===== config.mk =====
export PLATFORM = sky130hd
export DESIGN_NAME = izh_neuron_update
export DESIGN_NICKNAME = d
export VERILOG_FILES = /design/src/rtl/izh_neuron_update.sv
export SDC_FILE = /design/constraint.sdc
export NUM_CORES = 2
export LEC_CHECK = 0
export ABC_AREA = 0
export CORE_ASPECT_RATIO = 0.6
export CORE_MARGIN = 2
export CORE_UTILIZATION = 54
export CTS_CLUSTER_SIZE = 8
export DETAILED_ROUTE_END_ITERATION = 8
export GPL_ROUTABILITY_DRIVEN = 0
export PLACE_DENSITY_LB_ADDON = 0.2
export SLEW_MARGIN = 20
export SYNTH_ARGS = -nofsm -noshare
export SYNTH_HDL_FRONTEND = slang
export SYNTH_SLANG_ARGS = --single-unit
export TNS_END_PERCENT = 10

===== constraint.sdc =====
create_clock -name clk -period 19.5 [get_ports clk]
set_clock_uncertainty 0.2 [all_clocks]
set_input_delay 3.9 -clock clk [delete_from_list [all_inputs] [get_ports clk]]
set_output_delay 3.9 -clock clk [all_outputs]
set_load 0.01 [all_outputs]

===== src/rtl/izh_neuron_update.sv =====
// ---------------------------------------------------------------------------
// izh_neuron_update
//   Per-timestep Izhikevich membrane update engine for the compute-in-memory
//   (CIM) array. Each timestep walks neurons 0..NUMNEURONS-1:
//   1. Reads the neuron's synaptic current from CIM.
//   2. Euler-updates v/u in Q8.8.
//   3. Pushes the tag of every neuron that fires into the spike FIFO.
//   When the FIFO has drained and CIM is idle, one swap pulse closes the
//   timestep.
//
// Ports
//   clk, reset      clock, synchronous active-high reset
//   tick_start_i    start one timestep (only honoured in IDLE)
//   busy_o          engine is inside a timestep
//   tick_done_o     one-cycle pulse when the timestep is complete
//   read_en_o       CIM current-read strobe; i_tag_o selects the neuron
//   i_in_i          CIM current, valid two clocks after read_en_o
//   spike_wr_o      FIFO push strobe; spike_tag_o is the fired neuron
//   fifo_full_i     spike FIFO full
//   fifo_empty_i    spike FIFO empty
//   cim_busy_i      CIM busy
//   swap_o          one-cycle pulse to CIM to promote i_next into i
//   spike_count_o   spikes emitted in the current/last timestep
//
// spike_wr_o is the only output decoded combinationally. It is qualified by
// fifo_full_i in the same cycle, so a push can never land on a full FIFO.
// ---------------------------------------------------------------------------
module izh_neuron_update #(
   parameter int unsigned NUMWIDTH   = 16,
   parameter int unsigned TAGBITS    = 5,
   parameter int unsigned NUMNEURONS = 2**TAGBITS,
   parameter int unsigned FRAC       = 8,
   parameter int          A          = 5,
   parameter int          B          = 51,
   parameter int          C          = -16640,
   parameter int          D          = 2048,
   parameter int          VPEAK      = 7680
) (
   input  logic                     clk,
   input  logic                     reset,
   input  logic                     tick_start_i,
   output logic                     busy_o,
   output logic                     tick_done_o,
   output logic                     read_en_o,
   output logic [TAGBITS-1:0]       i_tag_o,
   input  logic signed [NUMWIDTH:0] i_in_i,
   output logic                     spike_wr_o,
   output logic [TAGBITS-1:0]       spike_tag_o,
   input  logic                     fifo_full_i,
   input  logic                     fifo_empty_i,
   input  logic                     cim_busy_i,
   output logic                     swap_o,
   output logic [TAGBITS:0]         spike_count_o
);

   localparam int unsigned VW = NUMWIDTH + 1;
   localparam int unsigned XW = 48;
   localparam int unsigned CW = TAGBITS + 1;

   localparam logic signed [XW-1:0] SAT_HI  = XW'((longint'(1) <<< NUMWIDTH) - longint'(1));
   localparam logic signed [XW-1:0] SAT_LO  = XW'(-(longint'(1) <<< NUMWIDTH));
   localparam logic signed [XW-1:0] A_X     = XW'(A);
   localparam logic signed [XW-1:0] B_X     = XW'(B);
   localparam logic signed [XW-1:0] D_X     = XW'(D);
   localparam logic signed [XW-1:0] VPEAK_X = XW'(VPEAK);
   localparam logic signed [VW-1:0] V_RST   = VW'(C);
   localparam logic signed [VW-1:0] U_RST   = VW'((longint'(B) * longint'(C)) >>> FRAC);
   localparam logic [TAGBITS-1:0]   LAST_N  = TAGBITS'(NUMNEURONS - 1);

   typedef enum logic [2:0] {
      S_IDLE, S_ISSUE, S_WAIT, S_CAPTURE, S_COMMIT, S_SYNC, S_SWAP, S_DONE
   } state_t;

   state_t                   state_q;
   logic [TAGBITS-1:0]       n_q;
   logic signed [VW-1:0]     v_q [NUMNEURONS];
   logic signed [VW-1:0]     u_q [NUMNEURONS];
   logic signed [VW-1:0]     vn_q, un_q;
   logic                     fire_q;
   logic                     busy_q, tick_done_q, read_en_q, swap_q;
   logic [TAGBITS-1:0]       i_tag_q, spike_tag_q;
   logic [CW-1:0]            spike_count_q;

   logic signed [XW-1:0]     v_x, u_x, i_x, dv_x, du_x;
   logic signed [VW-1:0]     vn_d, un_d, ukick_d;
   logic                     fire_d;

   // Clamp a wide intermediate into the signed value range.
   function automatic logic signed [VW-1:0] sat(input logic signed [XW-1:0] x);
      if (x > SAT_HI) begin
         return VW'(SAT_HI);
      end else if (x < SAT_LO) begin
         return VW'(SAT_LO);
      end
      return VW'(x);
   endfunction

   // Euler step for the neuron currently addressed by n_q, using the live CIM current.
   always_comb begin
      v_x     = XW'(v_q[n_q]);
      u_x     = XW'(u_q[n_q]);
      i_x     = XW'(i_in_i);
      dv_x    = ((((v_x * v_x) >>> FRAC) * XW'(41)) >>> 10) + (XW'(5) * v_x)
              + (XW'(140) <<< FRAC) - u_x + i_x;
      du_x    = (A_X * (((B_X * v_x) >>> FRAC) - u_x)) >>> FRAC;
      vn_d    = sat(v_x + dv_x);
      un_d    = sat(u_x + du_x);
      fire_d  = (XW'(vn_d) >= VPEAK_X);
      ukick_d = sat(XW'(un_q) + D_X);
   end

   // Timestep sequencer, state memory and registered outputs.
   always_ff @(posedge clk) begin
      if (reset) begin
         state_q       <= S_IDLE;
         n_q           <= '0;
         vn_q          <= '0;
         un_q          <= '0;
         fire_q        <= 1'b0;
         busy_q        <= 1'b0;
         tick_done_q   <= 1'b0;
         read_en_q     <= 1'b0;
         swap_q        <= 1'b0;
         i_tag_q       <= '0;
         spike_tag_q   <= '0;
         spike_count_q <= '0;
         for (int unsigned k = 0; k < NUMNEURONS; k++) begin
            v_q[TAGBITS'(k)] <= V_RST;
            u_q[TAGBITS'(k)] <= U_RST;
         end
      end else begin
         case (state_q)
            S_IDLE: begin
               if (tick_start_i) begin
                  state_q       <= S_ISSUE;
                  n_q           <= '0;
                  i_tag_q       <= '0;
                  spike_count_q <= '0;
                  busy_q        <= 1'b1;
                  read_en_q     <= 1'b1;
               end
            end
            S_ISSUE: begin
               read_en_q <= 1'b0;
               state_q   <= S_WAIT;
            end
            S_WAIT: begin
               state_q <= S_CAPTURE;
            end
            S_CAPTURE: begin
               // CIM read data is valid in this cycle (two clocks after the strobe).
               vn_q        <= vn_d;
               un_q        <= un_d;
               fire_q      <= fire_d;
               spike_tag_q <= n_q;
               state_q     <= S_COMMIT;
            end
            S_COMMIT: begin
               // A firing neuron waits here until the FIFO can take its tag.
               if (!(fire_q && fifo_full_i)) begin
                  v_q[n_q] <= fire_q ? V_RST : vn_q;
                  u_q[n_q] <= fire_q ? ukick_d : un_q;
                  if (fire_q) begin
                     spike_count_q <= spike_count_q + CW'(1);
                  end
                  if (n_q == LAST_N) begin
                     state_q <= S_SYNC;
                  end else begin
                     n_q       <= n_q + TAGBITS'(1);
                     i_tag_q   <= n_q + TAGBITS'(1);
                     read_en_q <= 1'b1;
                     state_q   <= S_ISSUE;
                  end
               end
            end
            S_SYNC: begin
               if (fifo_empty_i && !cim_busy_i) begin
                  swap_q  <= 1'b1;
                  state_q <= S_SWAP;
               end
            end
            S_SWAP: begin
               swap_q      <= 1'b0;
               tick_done_q <= 1'b1;
               state_q     <= S_DONE;
            end
            S_DONE: begin
               tick_done_q <= 1'b0;
               busy_q      <= 1'b0;
               state_q     <= S_IDLE;
            end
            default: begin
               state_q <= S_IDLE;
            end
         endcase
      end
   end

   assign busy_o        = busy_q;
   assign tick_done_o   = tick_done_q;
   assign read_en_o     = read_en_q;
   assign i_tag_o       = i_tag_q;
   assign spike_tag_o   = spike_tag_q;
   assign swap_o        = swap_q;
   assign spike_count_o = spike_count_q;
   assign spike_wr_o    = (state_q == S_COMMIT) && fire_q && !fifo_full_i;

endmodule

# Word-level counts from Yosys, hierarchy flattened
# Memories as Yosys holds them, arrays and structs flattened. A register that Yosys moved wholly into a read port is not among the register bits.
# Index checks and enable logic that the tools add are counted.
[word_totals] n_memories=2 mem_bits_rw=1088 in_bits=23 output_inout_bits=21 ff_bits=58
[memory_table] memory="u_q" words=32 width=17 read_ports=1 rd_ports_with_merged_regs=1 wr=32 line_no="77" text="logic signed [VW-1:0] u_q [NUMNEURONS];"
[memory_table] memory="v_q" words=32 width=17 read_ports=1 rd_ports_with_merged_regs=1 wr=32 line_no="76" text="logic signed [VW-1:0] v_q [NUMNEURONS];"
[classes] muxes=54 magnitude_cmp=7 mul=5 n_reduce_logical=20 eq_ne=13 n_addsub=10
[op_table] op="2-to-1 mux 17 bit" n=13
[op_table] op="2-to-1 mux 5 bit" n=9
[op_table] op="greater-than comparator 18 x 17 -> 1 bit, second input constant" n=2
[op_table] op="less-than comparator 18 x 17 -> 1 bit, second input constant" n=2
[op_table] op="multiplier 17 x 17 -> 34 bit" n=1
[op_table] op="OR reduction 17 bit" n=2
[op_table] op="multiplier 26 x 7 -> 33 bit, second input constant" n=1
[op_table] op="adder 17 x 27 -> 28 bit" n=1
[op_table] op="greater-than comparator 28 x 17 -> 1 bit, second input constant" n=1
[op_table] op="less-than comparator 28 x 17 -> 1 bit, second input constant" n=1
[op_table] op="adder 26 x 17 -> 27 bit" n=1
[op_table] op="subtractor 25 x 17 -> 26 bit" n=1
[op_table] op="adder 24 x 17 -> 25 bit, second input constant" n=1
[op_table] op="adder 23 x 21 -> 24 bit" n=1
[op_table] op="multiplier 7 x 17 -> 24 bit, first input constant" n=1
[op_table] op="one-hot mux 3 bit (8 select lines)" n=1
[op_table] op="multiplier 4 x 18 -> 22 bit, first input constant" n=1
[op_table] op="multiplier 4 x 17 -> 21 bit, first input constant" n=1
[op_table] op="adder 17 x 13 -> 18 bit, second input constant" n=1
[op_table] op="adder 17 x 14 -> 18 bit" n=1
[op_table] op="2-to-1 mux 1 bit" n=18
[op_table] op="2-to-1 mux 6 bit" n=3
[op_table] op="subtractor 16 x 17 -> 18 bit" n=1
[op_table] op=">= comparator 17 x 14 -> 1 bit, second input constant" n=1
[op_table] op="other kinds (20)" n=43

# Depth between registers and ports, before layout
[depth] ltp_word=12 depth_mapped=70 ltp_nobuf=65

# Least setup slack after synthesis
# OpenSTA, ideal clock, no wires.
[synth_timing] kind="reg2reg" from="reg (tool-made name)" to="reg vn_q[14]" stages_incl_launch_ff=62 setup_ps=134 arrival_time_ps=16295 path_buffers=4 slack_ps=2870 synth_period_minus_slack_ps=16630 path_cell_list="dfxtp_1 buf_2 buf_2 buf_1 mux4_2 mux4_2 mux2i_1 clkinv_1 ha_1 inv_1 fa_1 fa_1 inv_1 ha_1 fa_1 fa_1 inv_1 fa_1 (+26 left out) xnor2_1 ha_1 inv_1 fa_1 fa_1 fa_1 inv_1 ha_1 and3_1 a2111oi_0 o2bb2ai_1 xnor2_1 or4_1 nor4_1 nand3_1 a21oi_1 buf_2 a211oi_1"
[synth_rtl] element="end signal, assigned" line_no="152" text="vn_q <= vn_d;"
[synth_rtl] element="end, declared" line_no="78" text="logic signed [VW-1:0] vn_q, un_q;"

==> impl_results.md <==
* Outcome: completed
* Die area at 132000 sq um
* DRT antenna net count at 0
* Vias per Instance at 6.17
* Ports at 44
* CP dominant cell by count: fa_1
* Crit path kind: reg -> reg
* Hold WS at 0.255 ns
* HPWL Detailed at 142 mm
* Number of nets in the layout at 6486
* Slew @ Worst Pin at 1.11 ns
* Yosys warnings at 0
* Post-synthesis cell area at 69400 sq um
* Cell row count at 101
* Largest net degree at the start of global routing at 66
* Wire per inst at 28.4 microns
* Pins Over Slew Limit at 0
* Layout area overhead at 11.0%
* FF+latch count, synth at 1151
* Final WL at 211 mm
* Mapped Nets at between 6000 and 7000
* GR Util All Layers at 0.329
* Met1 WL at roughly 89 mm
* Post-route DRC violation count at 0
* CTS root buffer: clkbuf_16
* Grt ovf at 0
* Clk Latency, worst-skew pair at 0.78 ns
* Top layer in use: met4
* Die width at 467 microns
* Setup violations, final at 0
* RSZ-0062 raised after global routing: false
* Slowest stage delay, CP at between 0.9 and 1 ns
* Sequential cell area fraction in the yosys report at 0.489
* Maximum capacitance violations at 0
* Setup_tns at 0 ns
* CTS tree: built
* Number of DRC markers in iteration 0 at 6596
* Via Count at 45800
* Crit path launch type: flop
* Cts bufs inserted at 162
* Post-CTS Setup Inserts at 0
* Vias in the first global route at 45500
* Synth top area share at 0.471
* Critical-path maximum fanout at 38
* Buffers on Ports at 43
* Slew headroom at 0.239
* Fmax at 54.6 MHz
* Final min period at 18.31 ns
* Die Y at 282 microns
* Final period util at 0.939
* Number of synthesized flops with an enable pin at 1088
* Final count of hold timing violations at 0
* Post-CTS Hold Fix Bufs at 0
* Arrival time worst endpoint at ~19 ns
* First-pass DRT Iterations at 8
* Met2 WL post-DR at 82.6 mm
* First-pass GRT wire length at just over 300 mm
* Critical Path RT at around 20 ns
* Met3 wire length at between 30 and 40 mm
* Synthesized instance count at 5579
* Post_cts resized at 0
* Fraction of registers with async set/reset at 0
* Cell variety after synth at 78
* Clock sink count at ~1200
* Placeable Area at 127000 sq um
* Clock Pin Slew Worst Setup and Hold Paths at 0.06 ns
* Max clock buf depth at 3
* Syn avg cell area at 12.4 sq um
* Max H-tree Level at 4
* CP Capture Type: flop
* Primary FF master, synth: edfxtp_1
* Initial Utilization at 0.547
* Layout cell share with drive strength beyond 1 at 0.140
* CP max-delay cell: o41ai_4
* Leading area contributor after synthesis: edfxtp_1
* Hold Crit Class: reg -> reg
* Top cells by area, synth: edfxtp_1 (47%), fa_1 (12%), mux4_2 (11%), ha_1 (6.9%), nand2_1 (4.2%)
* Antenna violations before repair at 6
-- metal layers --
metal / global-route usage / vias up
met5: 0 / -
met4: 0.0752 / 0
met3: 0.131 / 274
met2: 0.429 / 3152
met1: 0.512 / 23200
li1: - / 19200
-- cell usage after synthesis (63+ instances only) --
cell,count
nand2b_1,63
clkbuf_1,256
fa_1,412
inv_1,714
edfxtp_1,1088
ha_1,380
xnor2_1,88
a21oi_1,99
dfxtp_1,63
nand2_1,769
mux4_2,330
nor2_1,763
-- final timing paths --
path,startpoint,endpoint,slack [ns],cells past startpoint
worst max-delay path,flop,vn_q[4],1.19,60
worst min-delay path,spike_tag_o[0],spike_tag_o[0],0.25,2
worst max register to register,flop,vn_q[4],1.19,60
worst min register to register,spike_tag_o[0],spike_tag_o[0],0.25,2
-- cell usage in the layout, fill, tap and decap left out, types with 11 or more instances in the layout --
cell / count
nand2b_2: 36
a21oi_2: 11
o21a_1: 20
buf_4: 185
clkbuf_16: 167
mux4_2: 330
a21boi_0: 16
clkbuf_1: 34
o21ai_0: 58
edfxtp_1: 1088
nand2b_1: 26
a21oi_1: 88
nand3_1: 27
inv_1: 713
nor2b_1: 23
a21o_1: 39
a211oi_1: 40
nor3_1: 31
dfxtp_1: 59
o21bai_1: 14
mux2i_1: 22
xnor2_1: 88
nor2_1: 754
fa_1: 412
xor2_1: 42
and3_1: 15
clkdlybuf4s50_1: 42
ha_1: 380
and2_1: 12
nand2_1: 769
-- flip-flops by register name, indices dropped and copies added (netlist names), 3 cells and up, named ones only --
name and cells:
vn_q 17, v_q 544, spike_count_o 6, n_q 5, u_q 544, state_q 3, spike_tag_o 5, un_q 17
-- cells by family after synthesis --
group | after synthesis | share of synthesized area
mux | 373 | 0.115
xor+xnor | 130 | 0.0164
flops | 1151 | 0.489
compound gates | 362 | 0.0351
fa+ha+maj | 794 | 0.188
simple gates | 1745 | 0.101
buf+inv | 1024 | 0.0557
-- critical path, delay by kind of cell, from the launching register on --
family	cells	cell delay [ns]
adder cells (fa/ha/maj)	16	6.93
AO/OA/AOI/OAI	17	4.52
buffers and inverters	12	1.82
AND/OR/NAND/NOR	10	1.65
multiplexers	3	1.56
flip-flops	1	0.92
XOR/XNOR	2	0.47
-- stage by stage --
| step | setup slack [ns] | util | instance area, sq um | std cells |
|---|---|---|---|---|
| after floorplan | 2.87 | - | 69400 | 5579 |
| after CTS | 1.32 | 0.606 | 77000 | 7419 |
| after detailed placement | 1.38 | 0.571 | 72500 | 7206 |
| final | 1.19 | 0.606 | 77000 | 7420 |
| after global routing | 0.348 | 0.606 | 77000 | 7419 |
| after global placement | 1.87 | 0.571 | 72500 | 7206 |
-- layout make-up --
class	count	area, sq um
fillers	9763	50000
flip-flops and latches	1151	33900
multi-input cells	3404	31800
clock buffers	201	4310
inverters	718	2700
well taps	1699	2130
repair buffers	234	1930
clock inverters	12	169
diodes	1	2.50
Power is left out: the tool's default activity adds up to more than one toggle a clock period on the data nets, which glitch-free logic cannot reach.
